$ cat src/rtl/counter_monitor_if.sv
// Bundle between an up/down counter's control/observe side and its monitor.
// Ports: enable, direction, counter_in, clr in; mismatch, err, expected, state, err_count out.
interface counter_monitor_if #(
  parameter int WIDTH = 8
);
  logic             enable;
  logic             direction;
  logic [WIDTH-1:0] counter_in;
  logic             clr;
  logic             mismatch;
  logic             err;
  logic [WIDTH-1:0] expected;
  logic [1:0]       state;
  logic [7:0]       err_count;

  modport master (
    output enable,
    output direction,
    output counter_in,
    output clr,
    input  mismatch,
    input  err,
    input  expected,
    input  state,
    input  err_count
  );

  modport slave (
    input  enable,
    input  direction,
    input  counter_in,
    input  clr,
    output mismatch,
    output err,
    output expected,
    output state,
    output err_count
  );
endinterface

$ cat src/rtl/counter_monitor.sv
// On-line checker: predicts each next counter sample and flags deviations.
// Ports: clk, rst (async high), bus (slave). Macro COUNTER_MONITOR_ERR_COUNT_EN builds err_count.
module counter_monitor #(
  parameter int WIDTH = 8
) (
  input  logic             clk,
  input  logic             rst,
  counter_monitor_if.slave bus
);

  typedef enum logic [1:0] {
    SYNC  = 2'b00,
    TRACK = 2'b01,
    FAULT = 2'b10
  } state_t;

  state_t           state_q;
  state_t           state_d;
  logic [WIDTH-1:0] prev;
  logic [WIDTH-1:0] pred;
  logic [WIDTH-1:0] ref_val;
  logic             en_q;
  logic             dir_q;
  logic             miss;
  logic             mismatch_q;
  logic             err_q;

  // Modulo 2^WIDTH arithmetic: wraps in both directions are legal.
  always_comb begin
    pred = prev;
    if (en_q) begin
      if (dir_q) pred = prev + WIDTH'(1);
      else       pred = prev - WIDTH'(1);
    end
  end

  // The counter shares our reset, so its first value must be zero.
  assign ref_val = (state_q == SYNC) ? '0 : pred;
  assign miss    = (bus.counter_in != ref_val);

  always_ff @(posedge clk or posedge rst) begin
    if (rst) state_q <= SYNC;
    else     state_q <= state_d;
  end

  always_comb begin
    state_d = state_q;
    unique case (state_q)
      SYNC:    state_d = miss ? FAULT : TRACK;
      TRACK:   state_d = miss ? FAULT : TRACK;
      FAULT:   state_d = FAULT;
      default: state_d = SYNC;
    endcase
    // clr discards this cycle's verdict; SYNC stays SYNC.
    if (bus.clr) begin
      state_d = (state_q == SYNC) ? SYNC : TRACK;
    end
  end

  // Re-base on every observed value so one bad step counts once.
  always_ff @(posedge clk or posedge rst) begin
    if (rst) begin
      prev  <= '0;
      en_q  <= 1'b0;
      dir_q <= 1'b0;
    end else begin
      prev  <= bus.counter_in;
      en_q  <= bus.enable;
      dir_q <= bus.direction;
    end
  end

  always_ff @(posedge clk or posedge rst) begin
    if (rst) begin
      mismatch_q <= 1'b0;
      err_q      <= 1'b0;
    end else if (bus.clr) begin
      mismatch_q <= 1'b0;
      err_q      <= 1'b0;
    end else begin
      mismatch_q <= miss;
      err_q      <= err_q | miss;
    end
  end

`ifdef COUNTER_MONITOR_ERR_COUNT_EN
  logic [7:0] err_cnt_q;

  always_ff @(posedge clk or posedge rst) begin
    if (rst) begin
      err_cnt_q <= 8'd0;
    end else if (bus.clr) begin
      err_cnt_q <= 8'd0;
    end else if (miss && err_cnt_q != 8'hff) begin
      err_cnt_q <= err_cnt_q + 8'd1;
    end
  end

  assign bus.err_count = err_cnt_q;
`else
  assign bus.err_count = 8'd0;
`endif

  assign bus.mismatch = mismatch_q;
  assign bus.err      = err_q;
  assign bus.expected = ref_val;
  assign bus.state    = state_q;

endmodule
$ cat src/flat_wrapper.sv
// flat-port wrapper written by rule: the top's interface ports become plain ports
module counter_monitor_flat 
#(
  parameter int WIDTH = 8
)
  (clk, rst, bus_enable, bus_direction, bus_counter_in, bus_clr, bus_mismatch, bus_err, bus_expected, bus_state, bus_err_count);
  counter_monitor_if #(.WIDTH(WIDTH)) bus_i ();
  input  logic clk;
  input  logic rst;
  input wire logic [$bits(bus_i.enable)-1:0] bus_enable;
  input wire logic [$bits(bus_i.direction)-1:0] bus_direction;
  input wire logic [$bits(bus_i.counter_in)-1:0] bus_counter_in;
  input wire logic [$bits(bus_i.clr)-1:0] bus_clr;
  output wire logic [$bits(bus_i.mismatch)-1:0] bus_mismatch;
  output wire logic [$bits(bus_i.err)-1:0] bus_err;
  output wire logic [$bits(bus_i.expected)-1:0] bus_expected;
  output wire logic [$bits(bus_i.state)-1:0] bus_state;
  output wire logic [$bits(bus_i.err_count)-1:0] bus_err_count;
  assign bus_i.enable = bus_enable;
  assign bus_i.direction = bus_direction;
  assign bus_i.counter_in = bus_counter_in;
  assign bus_i.clr = bus_clr;
  assign bus_mismatch = bus_i.mismatch;
  assign bus_err = bus_i.err;
  assign bus_expected = bus_i.expected;
  assign bus_state = bus_i.state;
  assign bus_err_count = bus_i.err_count;
  counter_monitor #(.WIDTH(WIDTH)) u_core (.clk(clk), .rst(rst), .bus(bus_i));
endmodule
$ cat config.mk
export PLATFORM = sky130hd
export DESIGN_NAME = counter_monitor_flat
export DESIGN_NICKNAME = d
export VERILOG_FILES = /design/src/rtl/counter_monitor_if.sv /design/src/rtl/counter_monitor.sv /design/src/flat_wrapper.sv
export SDC_FILE = /design/constraint.sdc
export NUM_CORES = 1
export LEC_CHECK = 0
export CELL_PAD_IN_SITES_DETAIL_PLACEMENT = 1
export CELL_PAD_IN_SITES_GLOBAL_PLACEMENT = 2
export CORE_MARGIN = 5
export CORE_UTILIZATION = 28
export CTS_CLUSTER_SIZE = 14
export DETAILED_ROUTE_END_ITERATION = 10
export GPL_ROUTABILITY_DRIVEN = 0
export PLACE_DENSITY_LB_ADDON = 0.1
export SLEW_MARGIN = 20
export SYNTH_ARGS = -nofsm -noshare
export SYNTH_HDL_FRONTEND = slang
export SYNTH_SLANG_ARGS = --single-unit
$ cat constraint.sdc
create_clock -name clk -period 3 [get_ports clk]
set_input_delay 0.75 -clock clk [delete_from_list [all_inputs] [get_ports clk]]
set_output_delay 0.75 -clock clk [all_outputs]
set_load 0.005 [all_outputs]
==> impl_metrics.yaml <==
global_route:
  grt_first_pass_wirelength_mm: 7.03
  grt_start_max_net_pins: 16
  global_route.overflow_total: 0
  track_usage_pct: 16.8
  vias_in_the_first_global_route: 1414
  grt_antenna_before_repair: 0
sta:
  skew_ps: 3.20
  finalHoldViolCount: 0
  fin_tns_setup_ps: -109
  timing.fmax_mhz: 322
  finalWorstPathRequiredPeriod_ps: 3110
  final.period_utilization_pct: 104
  worst_slew_margin_rel_pct: 54.9
  grt_setup_unrepaired: "yes"
  max_slew.worst_pin.slew_ps: 677
  postLayoutSetupSlackWorst_ps: -109
  final_max_slew_viol_count: 0
  final_count_of_negative_setup_slack_endpoints: 1
run_status:
  run_status: "finished, violations left"
  failed_checks: "negative setup slack"
logic_synthesis:
  ys_async_sr_fraction_pct: 100
  synth-edff-count: 0
  synth_compound_area_share_pct: 24.6
  sequential_fraction_of_the_synthesis_area_pct: 29.6
  synth_cell_type_count: 45
  yosys.area_share.xor_xnor_pct: 6.65
  post_synth_fa_ha_maj_area_fraction_pct: 8.03
  multiplexer_share_of_the_synthesized_area_pct: 7.18
  postSynthRegisterBits: 14
  synth-simple-area-share_pct: 14.6
  synth_ff_type: "sky130_fd_sc_hd__dfrtp_1"
  syn_area_um2: 1180
  synth_top_cell_by_area: "sky130_fd_sc_hd__dfrtp_1"
  synth_top_area_share_pct: 29.6
  synth.area.top_cells: "sky130_fd_sc_hd__dfrtp_1, sky130_fd_sc_hd__ha_1, sky130_fd_sc_hd__mux2i_1, sky130_fd_sc_hd__buf_4, sky130_fd_sc_hd__nor2_1"
  dominant_combinational_cell_family_by_area_after_synthesis: "compound AO/OA/AOI/OAI gates"
  synth_warnings: 0
  mean_post_synth_cell_area_um2: 9.04
  postSynthCellCount: 131
drt:
  route.antenna.remaining_nets: 0
  drt_drc: 0
  detail_route.iter0.violations: 55
  post_drt_via_cell_ratio: 4.95
  totalWireLength_mm: 4.71
  wl_per_cell_um: 18.5
  drt_pass1_iterations: 4
  route.vias.total: 1263
critical_path:
  setup.worst_path.class: "register to output pin"
  crit_slowest_cell: "sky130_fd_sc_hd__dfrtp_1"
  cp_data_arrival_time_ps: 2360
  critical_path.n_buffers_inverters: 2
  startpoint_type: "register"
  critical-path-max-stage-delay_ps: 410
  cp_max_fo: 6
  critical_path.endpoint_type: "output pin"
  critical_path_data_required_time_ps: 2250
  cp_top_family: "compound AO/OA/AOI/OAI gates"
  timing.critical_path.mode_cell: "sky130_fd_sc_hd__mux2i_2"
  crit_chain: "inv_4, ha_4, o211ai_1, o21ai_2, o31ai_4, mux2i_2, mux2i_2, buf_2"
clock_network:
  htree_levels: 1
  clock_latency_ps: 250
  ctsRootBufferMaster: "sky130_fd_sc_hd__clkbuf_8"
  tritoncts: "built"
  postCtsHoldBufs: 0
  longest_clk_path_bufs: 2
  number_of_clock_sinks: 14
  numCtsBuffers: 3
  clk_pin_slew_worst_paths_ps: 60
cells_and_area:
  n_fill_cell: 466
  flow.area_growth_from_synthesis_pct: 75.4
  final_util_pct: 51.2
  multiInputGateArea_um2: 957
  n_antenna_cell: 0
  regArea_um2: 350
  fin_nets: 227
  post_route_cells_drive_above_1_share_pct: 45.4
power:
  power_density_nw_per_um2: 367
  power.leakage_nw: 0.944
  vdd.ir_drop.worst_mv: 0.164
floorplan:
  core-area_um2: 4060
  die-area_um2: 5630
  floorplan.io_pins: 33
  floorplan.rows: 23
  initial_utilization_pct: 29.2
  die_width_um: 75.1
  die_height_um: 75.1
run:
  max-cap-violations: 0
placed_design:
  port_buffers: 24
  post-place-ws_ps: -271
  dpl.hpwl_mm: 3.08
hold_path:
  hold_class: "register to register"
==> worst register-to-register path: stages (launching register included) <==
cell                        delay [ps]
sky130_fd_sc_hd__dfrtp_1           410
sky130_fd_sc_hd__inv_4             130
sky130_fd_sc_hd__buf_6             140
sky130_fd_sc_hd__ha_4              200
sky130_fd_sc_hd__buf_6             120
sky130_fd_sc_hd__o211ai_1          250
sky130_fd_sc_hd__buf_4             150
sky130_fd_sc_hd__buf_4              90
sky130_fd_sc_hd__buf_4              90
sky130_fd_sc_hd__buf_4              90
sky130_fd_sc_hd__buf_4              90
sky130_fd_sc_hd__buf_4             110
sky130_fd_sc_hd__nor2_2             40
sky130_fd_sc_hd__o2111ai_2          80
sky130_fd_sc_hd__o311ai_4          150
sky130_fd_sc_hd__nor4b_4           370
sky130_fd_sc_hd__and2_4            210
sky130_fd_sc_hd__a31oi_1            70
==> timing repair <==
action / in CTS / in global routing
setup buffers: 20 / 12
resized for setup: 22 / 40
setup endpoints to repair: 5 / 11
pin swaps: 9 / 28
==> state kept, by name (all words and copies together), names as in the netlist <==
name and flops:
u_core.bus.err 1, u_core.en_q 1, u_core.bus.state 2, u_core.dir_q 1
u_core.bus.mismatch 1, u_core.prev 8
==> cell usage in the layout (no fill, tap or decap), types with 2 or more instances in the layout <==
| cell | Yosys | final |
|---|---|---|
| sky130_fd_sc_hd__a31oi_1 | 3 | 3 |
| sky130_fd_sc_hd__clkdlybuf4s50_1 | 0 | 18 |
| sky130_fd_sc_hd__buf_6 | 0 | 7 |
| sky130_fd_sc_hd__clkbuf_2 | 0 | 2 |
| sky130_fd_sc_hd__inv_1 | 8 | 7 |
| sky130_fd_sc_hd__mux2i_1 | 6 | 5 |
| sky130_fd_sc_hd__mux2i_2 | 1 | 2 |
| sky130_fd_sc_hd__conb_1 | 1 | 8 |
| sky130_fd_sc_hd__xor2_1 | 5 | 3 |
| sky130_fd_sc_hd__nand2_1 | 7 | 7 |
| sky130_fd_sc_hd__xor2_2 | 0 | 2 |
| sky130_fd_sc_hd__o211a_1 | 2 | 2 |
| sky130_fd_sc_hd__o22ai_1 | 2 | 2 |
| sky130_fd_sc_hd__a211oi_4 | 1 | 2 |
| sky130_fd_sc_hd__o31ai_1 | 3 | 2 |
| sky130_fd_sc_hd__nor2_1 | 13 | 9 |
| sky130_fd_sc_hd__buf_2 | 2 | 3 |
| sky130_fd_sc_hd__nand2b_1 | 5 | 5 |
| sky130_fd_sc_hd__a21oi_2 | 0 | 3 |
| sky130_fd_sc_hd__or3_1 | 3 | 3 |
| sky130_fd_sc_hd__nor2_2 | 0 | 4 |
| sky130_fd_sc_hd__xnor2_1 | 4 | 4 |
| sky130_fd_sc_hd__ha_4 | 0 | 5 |
| sky130_fd_sc_hd__clkbuf_8 | 0 | 3 |
| sky130_fd_sc_hd__o211ai_1 | 2 | 2 |
| sky130_fd_sc_hd__o21ai_0 | 4 | 3 |
| sky130_fd_sc_hd__a21oi_1 | 6 | 2 |
| sky130_fd_sc_hd__buf_4 | 8 | 45 |
| sky130_fd_sc_hd__dfrtp_1 | 14 | 14 |
| sky130_fd_sc_hd__a21o_1 | 2 | 2 |
==> cell type report <==
type / instances / area share (%)
sequential: 14 / 16.9
tap: 50 / 3.01
timing repair buffer: 76 / 30.5
multi-input combinational: 104 / 46.1
inverter: 8 / 1.57
clock buffer: 3 / 1.99
==> through the flow <==
stage	total power [W]	instance area [um2]	hold slack, ps	instances
after global placement	0.000483	1630	529	226
after CTS	0.000705	1870	577	249
after floorplan	0.000359	1210	515	138
final	0.000763	2080	571	255
after global routing	0.000813	2080	599	255
after detailed placement	0.000487	1630	565	226
==> worst paths after layout <==
kind | start | to | cells after the start | slack, ps
max | u_core.dir_q$_DFF_PP0_ | bus_expected[7] | 8 | -110
min | u_core.bus.err$_DFF_PP0_ | u_core.bus.err$_DFF_PP0_ | 2 | 570
max reg2reg | u_core.dir_q$_DFF_PP0_ | u_core.bus.state[1]$_DFF_PP0_ | 17 | 100
min reg2reg | u_core.bus.err$_DFF_PP0_ | u_core.bus.err$_DFF_PP0_ | 2 | 570
max in group asynchronous | rst | u_core.bus.state[0]$_DFF_PP0_ | 2 | 1760
min in group asynchronous | rst | u_core.bus.state[1]$_DFF_PP0_ | 2 | 860
==> report_power, final <==
part / switching, W / internal, W / total (W) / leakage, nW
combinational: 0.000176 / 0.000212 / 0.000388 / 0.757
sequential: 0.0000177 / 0.000199 / 0.000217 / 0.165
clock: 0.0000689 / 0.0000890 / 0.000158 / 0.0216
total: 0.000263 / 0.000500 / 0.000763 / 0.944
==> layer usage <==
layer | up-vias | GRT usage [%] | share of wire [%]
li1 | 605 | - | -
met5 | - | 0 | 0
met2 | 33 | 29.0 | 53
met4 | 0 | 7.11 | 1.7
met1 | 616 | 20.6 | 42
met3 | 9 | 2.54 | 2.8
==> Yosys cell counts (2+ instances only) <==
cell type	count
sky130_fd_sc_hd__o21ai_0	4
sky130_fd_sc_hd__dfrtp_1	14
sky130_fd_sc_hd__nand2b_1	5
sky130_fd_sc_hd__nand2_1	7
sky130_fd_sc_hd__buf_4	8
sky130_fd_sc_hd__a21o_1	2
sky130_fd_sc_hd__o22ai_1	2
sky130_fd_sc_hd__mux2i_1	6
sky130_fd_sc_hd__xnor2_1	4
sky130_fd_sc_hd__inv_1	8
sky130_fd_sc_hd__a21oi_1	6
sky130_fd_sc_hd__xor2_1	5
sky130_fd_sc_hd__a31oi_1	3
sky130_fd_sc_hd__o31ai_1	3
sky130_fd_sc_hd__ha_1	6
sky130_fd_sc_hd__clkbuf_1	2
sky130_fd_sc_hd__buf_2	2
sky130_fd_sc_hd__or3_1	3
sky130_fd_sc_hd__o211a_1	2
sky130_fd_sc_hd__o211ai_1	2
sky130_fd_sc_hd__nor2_1	13
==> logic make-up after synthesis <==
logic type | after synthesis
other | 1
DFF | 14
buffers and inverters | 20
AOI/OAI and AO/OA | 37
and+or+nand+nor | 35
xor gates and xnor gates | 9
adders and majority gates | 7
muxes | 8
(Power assumes the default switching activity.)
